[src/rtl/turbo_recovery_ctrl.sv]
// Frame-rate turbo/recovery sequencer for the road speed unit: owns turbo charges,
// times turbo and cooldown, and masks gas for a fixed window after a collision.
module turbo_recovery_ctrl #(
   parameter int TURBO_FRAMES    = 90,
   parameter int COOLDOWN_FRAMES = 60,
   parameter int RECOVER_FRAMES  = 30,
   parameter int MAX_CHARGES     = 3,
   parameter int MIN_TURBO_SPEED = 3
) (
   input  logic       clk,
   input  logic       reset,
   input  logic       startOfFrame,
   input  logic       turbo_pickup,
   input  logic       turbo_key,
   input  logic       gas_key,
   input  logic       road_collision,
   input  logic [3:0] road_speed,
   output logic       turbo,
   output logic       gas_out,
   output logic       recovering,
   output logic [1:0] charges,
   output logic [7:0] frames_left
);

   localparam logic [7:0] TURBO_LD   = 8'(TURBO_FRAMES);
   localparam logic [7:0] COOL_LD    = 8'(COOLDOWN_FRAMES);
   localparam logic [7:0] RECOVER_LD = 8'(RECOVER_FRAMES);
   localparam logic [1:0] MAX_CH     = 2'(MAX_CHARGES);
   localparam logic [3:0] MIN_SPEED  = 4'(MIN_TURBO_SPEED);

   typedef enum logic [1:0] {
      S_IDLE,
      S_TURBO,
      S_COOLDOWN,
      S_RECOVER
   } state_e;

   state_e     state_q, state_d;
   logic [7:0] cnt_q, cnt_d;
   logic [1:0] charges_q, charges_d;
   logic       key_prev_q, key_prev_d;
   logic       turbo_q, recovering_q;
   logic       key_edge, activate;

   assign key_edge = startOfFrame & turbo_key & ~key_prev_q;

   // NOTE: every signal written here gets a default first, so no path can infer a latch.
   always_comb begin
      state_d    = state_q;
      cnt_d      = cnt_q;
      charges_d  = charges_q;
      key_prev_d = startOfFrame ? turbo_key : key_prev_q;
      activate   = 1'b0;

      unique case (state_q)
         S_IDLE: begin
            if (key_edge && (charges_q != 2'd0) && (road_speed >= MIN_SPEED)) begin
               activate = 1'b1;
               state_d  = S_TURBO;
               cnt_d    = TURBO_LD;
            end
         end
         S_TURBO: begin
            if (startOfFrame) begin
               if (cnt_q == 8'd1) begin
                  state_d = S_COOLDOWN;
                  cnt_d   = COOL_LD;
               end else begin
                  cnt_d = cnt_q - 8'd1;
               end
            end
         end
         S_COOLDOWN, S_RECOVER: begin
            if (startOfFrame) begin
               if (cnt_q == 8'd1) begin
                  state_d = S_IDLE;
                  cnt_d   = 8'd0;
               end else begin
                  cnt_d = cnt_q - 8'd1;
               end
            end
         end
         default: begin
            state_d = S_IDLE;
            cnt_d   = 8'd0;
         end
      endcase

      // A collision overrides any timed exit or activation, and consumes no charge.
      if (road_collision) begin
         state_d  = S_RECOVER;
         cnt_d    = RECOVER_LD;
         activate = 1'b0;
      end

      if (turbo_pickup && activate) begin
         charges_d = charges_q;
      end else if (turbo_pickup && (charges_q != MAX_CH)) begin
         charges_d = charges_q + 2'd1;
      end else if (activate) begin
         charges_d = charges_q - 2'd1;
      end
   end

   // NOTE: state registers use non-blocking assignments so all flops update together.
   always_ff @(posedge clk or posedge reset) begin
      if (reset) begin
         state_q      <= S_IDLE;
         cnt_q        <= 8'd0;
         charges_q    <= 2'd0;
         key_prev_q   <= 1'b0;
         turbo_q      <= 1'b0;
         recovering_q <= 1'b0;
      end else begin
         state_q      <= state_d;
         cnt_q        <= cnt_d;
         charges_q    <= charges_d;
         key_prev_q   <= key_prev_d;
         turbo_q      <= (state_d == S_TURBO);
         recovering_q <= (state_d == S_RECOVER);
      end
   end

   assign turbo       = turbo_q;
   assign recovering  = recovering_q;
   assign charges     = charges_q;
   assign frames_left = cnt_q;
   assign gas_out     = gas_key & ~recovering_q;

endmodule

[config.mk]
export PLATFORM = sky130hd
export DESIGN_NAME = turbo_recovery_ctrl
export DESIGN_NICKNAME = d
export VERILOG_FILES = /design/src/rtl/turbo_recovery_ctrl.sv
export SDC_FILE = /design/constraint.sdc
export NUM_CORES = 1
export LEC_CHECK = 0
export ABC_AREA = 0
export CAP_MARGIN = 20
export CORE_ASPECT_RATIO = 0.8
export CORE_MARGIN = 3
export CORE_UTILIZATION = 51
export CTS_CLUSTER_DIAMETER = 150
export CTS_CLUSTER_SIZE = 28
export DETAILED_ROUTE_END_ITERATION = 8
export PLACE_DENSITY = 0.92
export SLEW_MARGIN = 20
export SYNTH_ARGS = -nofsm -noshare
export SYNTH_HDL_FRONTEND = slang
export SYNTH_SLANG_ARGS = --single-unit
[constraint.sdc]
create_clock -name clk -period 3.4 [get_ports clk]
set_clock_uncertainty 0.1 [all_clocks]
set_input_delay 0.51 -clock clk [delete_from_list [all_inputs] [get_ports clk]]
set_output_delay 0.51 -clock clk [all_outputs]
set_load 0.02 [all_outputs]
Word level (Yosys, flattened, before mapping)

Index checks and enable logic that the tools add are counted.

Logic and storage cells: 55
ROM bits: 0
Memories: 0
Input port bits: 11
Bits in registers: 15
Latch bits: 0
Memory bits (writable): 0

Reduce and logical (&&, ||, !) cells: 10
Eq/ne operators: 10
Shift-type cells: 0
Add/sub/neg operators: 3
Div/mod/pow operators: 0
Multipliers: 0
Magnitude comparators: 1
Mux-type cells: 19
Bitwise logic cells: 6

Operators by type and width:

| operator            | count |
|---|---|
| $mux 8              | 6 |
| $pmux 8 s3          | 1 |
| $mux 2              | 8 |
| $ne 3x3->1 const B  | 3 |
| $eq 8x1->1 const B  | 1 |
| $sub 8x1->8 const B | 1 |
| $eq 2x2->1 const B  | 3 |
| $pmux 2 s3          | 1 |
| $eq 2x1->1 const B  | 2 |
| $ge 4x2->1 const B  | 1 |
| $logic_and 1x1->1   | 4 |
| $reduce_bool 2->1   | 2 |
| $and 1x1->1         | 3 |
| $mux 1              | 3 |
| $not 1->1           | 3 |
| $reduce_and 3->1    | 1 |
| $add 2x1->2 const B | 1 |
| $logic_not 2->1     | 1 |
| $ne 2x2->1 const B  | 1 |
| $reduce_and 2->1    | 1 |
| $reduce_or 2->1     | 1 |
| $sub 2x1->2 const B | 1 |

Longest topological paths before layout

Gate-level depths: netlist of run 1.

Depth in word-level cells: 10
Mapped depth: 6
Mapped depth without buffers: 6

Worst setup path before layout of run 1

OpenSTA, ideal clock, no wires.

Path type: register to register
Start: reg cnt_q[4], in the netlist frames_left[4]
End: reg state_q[0]
Stages on the path, launching flop included: 5
Data required time: 3,169 ps
Path slack: 1,375 ps
Path buffers: 0
Arrival: 1,794 ps
Setup time: 131 ps
Path through: dfrtp_1 -> or4_4 -> nor3_4 -> a21boi_2 -> or3_1

Longest elaborated chain between the ends: 5
Elaborated cells between the ends (all ways): 7

Ends and longest elaborated chain:

| element                   | RTL line | source |
|---|---|---|
| from (decl)               | 39       | `logic [7:0] cnt_q, cnt_d;` |
| from (signal assigned)    | 116      | `cnt_q <= cnt_d;` |
| $eq 8x1->1 *              | 65, 75   |  |
| $mux 2 (on tied branches) | 75, 65   |  |
| $mux 2 (on tied branches) | 74, 64   |  |
| $pmux 2 s3 *              | 55       | `unique case (state_q)` |
| $mux 2 *                  | 90       | `if (road_collision) begin` |
| net state_d[0]            | 38       | `state_e state_q, state_d;` |
| to (signal assigned)      | 115      | `state_q <= state_d;` |
| to (decl)                 | 38       |  |

Mark *: on every way through the listed nets, which the timed path passes. The rest lies on a longest branch.
A chain may end at the register's enable or synchronous reset.

Worst setup path after layout of run 1

Start: in gas_key
End: out gas_out

Longest elaborated chain between the ends: 1

Ends and longest elaborated chain:

| element     | RTL line | source |
|---|---|---|
| from (decl) | 15       | `input logic gas_key,` |
| $and 1x1->1 | 128      | `assign gas_out = gas_key & ~recovering_q;` |
| to (decl)   | 19       | `output logic gas_out,` |

No other way between the ends.

==> results_dict.tcl, run 1 <==
set metrics [dict create \
    status "completed" \
    synth_edf_count 0 \
    stdcell_count 145 \
    grt_use_met2_pct 39.9 \
    grt_use_total_pct 23.6 \
    final_hold_viol_count 0 \
    timing.final.crit_share_pct 67.6 \
    fin_crit_ns 2.30 \
    drt_iter0_drc 40 \
    grt_max_degree 16 \
    setup_violations 0 \
    htreeDepth 1 \
    via_per_inst 6.37 \
    ys_ff_latch 15 \
    drtPass1Iterations 5 \
    synth.net_count 112 \
    synth-xor-area-share_pct 0 \
    setup_tns_ns 0 \
    synth.yosys.warnings 0 \
    cts.path.max_buffers 2 \
    p_per_area_nw_per_um2 282 \
    grt-busiest-layer "met2" \
    post-cts-setup-buffers 0 \
    vias 924 \
    synth_top_area_share_pct 39.8 \
    max-vdd-ir-drop_mv 0.240 \
    fp.dieH_um 44.5 \
    coreArea_um2 1690 \
    cts_resized 0 \
    endpoint_kind "output port" \
    avgSynthCellArea_um2 9.53 \
    slew_viol_final 0 \
    worst-path-max-fanout 1 \
    die_x_um 54.1 \
    ant_nets 0 \
    hold_buffers 0 \
    cts_tree "yes" \
    synth-simple-area-share_pct 25.7 \
    cts-root-buf "clkbuf_4" \
    critical_path_class "input port to output port" \
    cts.reportedPaths.clkPinSlew_ns 0.08 \
    final_nets 137 \
    diodes 0 \
    synth_top_cells_by_count "dfrtp_1, nor2_1, inv_1" \
    clk_latency_ns 0.28 \
    worstHoldPathType "flip-flop to flip-flop" \
    rsz0062_at_grt "false" \
    relSlewSlack_pct 55.9 \
    grt_pass1_vias 847 \
    synthAdderAreaFrac_pct 2.65 \
    synth_async_sr_flop_share_pct 100 \
    power_mw 0.341 \
    yosysMostFrequentCell "dfrtp_1" \
    fin_util_pct 71.4 \
    grt_overflow_total 0 \
    ioPinCount 24 \
    fill_cells 126 \
    critPathLaunchType "input port" \
    synth_cells 99 \
    netlist_area_um2 943 \
    gp_congestion 0.852 \
    drc 0 \
    synth_seq_area_share_pct 39.8 \
    synth_top_area_cell "dfrtp_1" \
    grt_use_met1_pct 30.5 \
    p_leak_nw 0.455 \
    cts_made_buffers 3 \
    synth_compound_area_share_pct 24.7 \
    route.detailed.wl_per_inst_um 16.3 \
    synth_top_family_by_area "simple AND/OR/NAND/NOR gates" \
    timing.fmax_mhz 435 \
    area_delta_synth_final_pct 28.1 \
    num_rows 13 \
    place_hpwl_um 1770 \
    setup_ws_ns 1.10 \
    synth.area.mux_share_pct 2.39 \
    wl_um 2370 \
    ys.flop_type "dfrtp_1" \
    dieArea_um2 2410 \
    worst_ep_arrival_time_ns 1.69 \
    drv_cap 0 \
    grtUsageMet3_pct 5.05 \
    io_buffers 23 \
    dp_cells 141 \
    grt_pass1_wl_um 4000 \
    pre_cts_ws_ns 0.820 \
    antenna_found_initial 0 \
    drive_gt1_share_pct 8.13 \
    clkSinkCount 15 \
    synthTopCellsByArea "dfrtp_1, nor2_1, inv_1" \
    worst_slew_pin_slew_ns 0.655 \
    start_util_pct 55.8 \
    crit_required_ns 2.79 \
    ys_types 43 \
]
-- metrics by stage --
step	hold WS (ns)	area, µm²
after global routing	0.455	1210
after global placement	0.388	1180
final	0.423	1210
after floorplan	0.311	943
after CTS	0.425	1210
after detailed placement	0.405	1180
-- flip-flops by register name, indices dropped and copies added, names as in the netlist --
signal / flops
frames_left: 8
turbo: 1
recovering: 1
charges: 2
key_prev_q: 1
state_q: 2
-- worst paths after layout --
path,startpoint,end,slack (ns),cells past startpoint
setup / recovery,gas_key,gas_out,1.10,3
min in group asynchronous,reset,charges[1],0.48,2
hold reg to reg,key_prev_q,key_prev_q,0.42,1
max in group asynchronous,reset,state_q[0],2.34,2
hold / removal,key_prev_q,key_prev_q,0.42,1
setup reg to reg,frames_left[4],frames_left[5],1.29,4
-- power breakdown --
part	switching (mW)	leakage [nW]	internal (mW)
registers	0.00423	0.161	0.183
logic	0.0292	0.279	0.0265
clock network	0.0532	0.0150	0.0456
-- cell usage in the layout, fill, tap and decap left out, types with 3 or more instances in the layout --
cell type	netlist	final
a21oi_1	3	3
a221oi_1	3	3
clkbuf_4	0	3
clkdlybuf4s50_1	0	23
dfrtp_1	15	15
inv_1	7	7
nand2_1	4	4
nand2b_1	4	4
nor2_1	13	13
nor4_1	4	4
o31ai_1	3	3
-- final cells by class --
| class | instances | area, µm² | area share [%] |
|---|---|---|---|
| Clock buffer | 4 | 26.3 | 2.17 |
| Inverter | 7 | 26.3 | 2.17 |
| Multi-Input combinational cell | 74 | 523 | 43.3 |
| Sequential cell | 15 | 375 | 31.1 |
| Tap cell | 22 | 27.5 | 2.28 |
| Timing Repair Buffer | 23 | 230 | 19.0 |
-- routing by layer --
layer	wire length, µm	vias up
li1	-	431
met5	0	-
met2	1260	50
met4	24	0
met1	912	438
met3	176	5
-- kinds of logic after synthesis --
family          Yosys count
simple gates             41
compound gates           29
flops                    15
buf+inv                  10
mux                       2
fa+ha+maj                 2
-- critical path, cell delays in order --
cell and delay, ns:
clkdlybuf4s50_1 0.44, nor2b_1 0.12, clkdlybuf4s50_1 0.61
Note: power is estimated with default switching activity, not from simulation.
==> run 2: changes to the inputs <==
- CORE_UTILIZATION: 51 -> 47
- PLACE_DENSITY: 0.92 -> 0.86
- clock period: 3.4 -> 2.4 ns (I/O delays scaled with it)
==> results_dict.tcl, run 2 (synthesis results as in run 1) <==
set metrics [dict create \
    place_hpwl_um 1740 \
    worst_ep_arrival_time_ns 2.20 \
    largest_register_ffs 8 \
    final_cell_mix "clkdlybuf4s50_1, dfrtp_1, nor2_1" \
    cts.reportedPaths.clkPinSlew_ns 0.09 \
    drive_gt1_share_pct 10.3 \
    final_nets 140 \
    drt_iter0_drc 35 \
    timing.final.crit_share_pct 88.1 \
    worst_slew_pin_slew_ns 0.592 \
    cts_made_buffers 3 \
    path_cells "or4_4, nor3_4, a21boi_2, or3_1" \
    p_clk_share_pct 30.7 \
    max-vdd-ir-drop_mv 0.264 \
    via_per_inst 6.30 \
    slew_viol_final 0 \
    status "completed" \
    p_per_area_nw_per_um2 405 \
    fin_crit_ns 2.11 \
    endpoint_kind "flip-flop" \
    cts-root-buf "clkbuf_4" \
    post-cts-setup-buffers 0 \
    drtPass1Iterations 4 \
    critical_path_class "flip-flop to flip-flop" \
    wl_um 2300 \
    clkSinkCount 15 \
    diodes 0 \
    antenna_found_initial 0 \
    ant_nets 0 \
    coreArea_um2 1760 \
    critPathLaunchType "flip-flop" \
    cts_tree "yes" \
    hold_ws_ns 0.316 \
    grt_max_degree 16 \
    p_seq_share_pct 53.1 \
    grt_pass1_vias 831 \
    die_x_um 56.1 \
    worstHoldPathType "input port to async pin" \
    timing.fmax_mhz 473 \
    layout.cells.most_common "clkdlybuf4s50_1" \
    setup_tns_ns 0 \
    p_switching_mw 0.136 \
    area_delta_synth_final_pct 30.5 \
    rsz0062_at_grt "false" \
    combinationalPowerShare_pct 16.2 \
    cts_resized 0 \
    drc 0 \
    final_hold_viol_count 0 \
    dieArea_um2 2580 \
    relSlewSlack_pct 60.5 \
    num_rows 13 \
    crit_required_ns 2.49 \
    io_buffers 23 \
    drv_cap 0 \
    stdcell_count 148 \
    htreeDepth 1 \
    clk_latency_ns 0.30 \
    path_delay_family "simple AND/OR/NAND/NOR gates" \
    fp.dieH_um 46.1 \
    dp_cells 144 \
    path_buf_inv 0 \
    grt_overflow_total 0 \
    route.detailed.wl_per_inst_um 15.5 \
    hold_buffers 0 \
    cts.path.max_buffers 2 \
    p_leak_nw 0.468 \
    grt_pass1_wl_um 3920 \
    slowest_stage "or4_4" \
    max_stage_delay_ns 0.60 \
    swShare_pct 27.2 \
    worst-path-max-fanout 10 \
    gp_congestion 0.865 \
    ioPinCount 24 \
    grt_use_total_pct 20.8 \
    start_util_pct 53.7 \
    setup_violations 0 \
    p_int_mw 0.363 \
    vias 932 \
]
run 2: cell count changes in the layout (fill, tap and decap cells not counted):
cell   before  now
buf_4       0    3
run 2: final cells by class:
class | instances | area [µm²]
clock buffer | 4 | 26.3
tap | 22 | 27.5
multi-input combinational | 74 | 523
inverter | 7 | 26.3
fill | 138 | 526
timing repair buffer | 26 | 253
sequential | 15 | 375
run 2: worst paths after layout:
path	from	to	slack [ns]	cells after the start
hold / removal	reset	state_q[0]	0.32	2
hold reg to reg	key_prev_q	key_prev_q	0.43	1
setup / recovery	frames_left[4]	state_q[0]	0.29	4
min in group clk	key_prev_q	key_prev_q	0.43	1
max in group asynchronous	reset	frames_left[7]	1.50	2
setup reg to reg	frames_left[4]	state_q[0]	0.29	4
run 2: per-stage QoR:
step                      instance area, µm²  setup slack [ns]  power (mW)  utilization (%)
after floorplan                          943             0.375       0.311                -
after global placement                  1200             0.271       0.348             68.6
after detailed placement                1200             0.140       0.351             68.6
after CTS                               1230             0.300       0.504             70.1
after global routing                    1230             0.188       0.527             70.1
final                                   1230             0.286       0.499             70.1
run 2: power groups by stage:
stage | registers [mW] | clock network, mW | logic [mW]
after floorplan | 0.274 | 0 | 0.0371
after global placement | 0.269 | 0 | 0.0786
after detailed placement | 0.270 | 0 | 0.0810
after CTS | 0.265 | 0.158 | 0.0814
after global routing | 0.266 | 0.173 | 0.0884
final | 0.265 | 0.153 | 0.0811
run 2: metal layers:
layer	vias to the layer above	GRT usage (%)	share of wire [%]
li1	443	-	-
met1	436	26.1	43
met3	7	6.44	8.8
met5	-	0	0
met4	0	11.8	2.5
met2	46	32.6	46
run 2: worst register-to-register path: stages (launching register included):
cell,delay [ns]
dfrtp_1,0.46
or4_4,0.60
nor3_4,0.36
a21boi_2,0.13
or3_1,0.35
==> run 3: changes to the inputs <==
- GPL_TIMING_DRIVEN: default -> 0
==> results_dict.tcl, run 3 (synthesis results as in run 1) <==
set metrics [dict create \
    status "completed" \
    antenna_found_initial 0 \
    grt_max_degree 16 \
    worstHoldPathType "input port to async pin" \
    wl_um 2290 \
    max-vdd-ir-drop_mv 0.389 \
    final_cell_mix "clkdlybuf4s50_1, dfrtp_1, nor2_1" \
    p_leak_nw 0.463 \
    gp_congestion 0.834 \
    dieArea_um2 2580 \
    fin_crit_ns 2.10 \
    clkSinkCount 15 \
    cts-root-buf "clkbuf_4" \
    hold_ws_ns 0.324 \
    worst-path-max-fanout 10 \
    rr_worst_depth 4 \
    setup_violations 0 \
    dr_wl_met2_um 1080 \
    grt_use_total_pct 19.9 \
    place_hpwl_um 1720 \
    ant_nets 0 \
    cts.reportedPaths.clkPinSlew_ns 0.09 \
    fp.dieH_um 46.1 \
    die_x_um 56.1 \
    fill_cells 151 \
    route.detailed.wl_per_inst_um 15.5 \
    start_util_pct 53.7 \
    r2r-end "state_q[0]" \
    cts_resized 0 \
    diodes 0 \
    drv_cap 0 \
    fin_util_pct 69.9 \
    htreeDepth 1 \
    post-cts-setup-buffers 0 \
    drtPass1Iterations 4 \
    clk_latency_ns 0.28 \
    worst_slew_pin_slew_ns 0.738 \
    crit_required_ns 2.47 \
    num_rows 13 \
    worst_ep_arrival_time_ns 2.17 \
    cts.path.max_buffers 2 \
    endpoint_kind "flip-flop" \
    rsz0062_at_grt "false" \
    ioPinCount 24 \
    io_buffers 23 \
    drt_iter0_drc 52 \
    wl_met1_um 1030 \
    grt_pass1_wl_um 3920 \
    final_nets 140 \
    cts_tree "yes" \
    drc 0 \
    vias 891 \
    slew_viol_final 0 \
    hold_buffers 0 \
    setup_tns_ns 0 \
    final_hold_viol_count 0 \
    layout.cells.most_common "clkdlybuf4s50_1" \
    grt_pass1_vias 821 \
    critPathLaunchType "flip-flop" \
    critical_path_class "flip-flop to flip-flop" \
    relSlewSlack_pct 50.4 \
    pre_cts_ws_ns 0.0609 \
    topRoutingLayerUsed "met4" \
    met3_length_um 178 \
    largest_register_ffs 8 \
    grt_overflow_total 0 \
    drive_gt1_share_pct 8.73 \
    cts_made_buffers 3 \
    timing.fmax_mhz 476 \
    reg2reg_from "frames_left[4]" \
    r2r_slack_ns 0.30 \
    coreArea_um2 1760 \
    p_per_area_nw_per_um2 398 \
    setup_ws_ns 0.299 \
    timing.final.crit_share_pct 87.5 \
    via_per_inst 6.02 \
    area_delta_synth_final_pct 30.1 \
]
run 3: changes by cell type in the layout (fill, tap and decap cells not counted), sizes merged:
cell,delta
buf,-2
clkbuf,+2
run 3: power breakdown:
part           total, mW  switching, mW  internal (mW)
clock network      0.142         0.0773         0.0645
registers          0.265        0.00634          0.259
logic             0.0814         0.0419         0.0395
total              0.488          0.126          0.363
run 3: final cells by class:
type,instances,area (µm²),share of cell area [%]
flip-flops and latches,15,375,30.6
inverters,7,26.3,2.14
repair buffers,23,230,18.8
clock buffers,4,26.3,2.14
well taps,22,27.5,2.24
multi-input cells,74,523,42.6
plain buffers,3,18.8,1.53
run 3: routing by layer:
metal	GRT usage, %	vias to the layer above
met2	31.5	40
met3	5.04	2
met1	27.4	414
met5	0	-
li1	-	435
met4	5.69	0
run 3: how the worst max path moves through the flow:
stage          slack, ns            from  cells after the start              to
2_1_floorplan       0.37  frames_left[4]                      4      state_q[0]
3_3_place_gp        0.16       turbo_key                      5  frames_left[0]
3_5_place_dp        0.06       turbo_key                      5  frames_left[0]
4_1_cts             0.29  frames_left[4]                      4      state_q[0]
5_1_grt             0.19  frames_left[1]                      6      state_q[0]
6_report            0.30  frames_left[4]                      4      state_q[0]
run 3: critical path, stage by stage (launching register included):
cell and delay, ns:
dfrtp_1 0.46, or4_4 0.60, nor3_4 0.35, a21boi_2 0.13, or3_1 0.35
run 3: per-stage QoR:
stage	total power, mW	std cells	cell area [µm²]
6_report	0.488	148	1230
5_1_grt	0.517	148	1230
4_1_cts	0.494	148	1230
3_5_place_dp	0.351	144	1200
3_3_place_gp	0.348	144	1200
2_1_floorplan	0.311	99	943
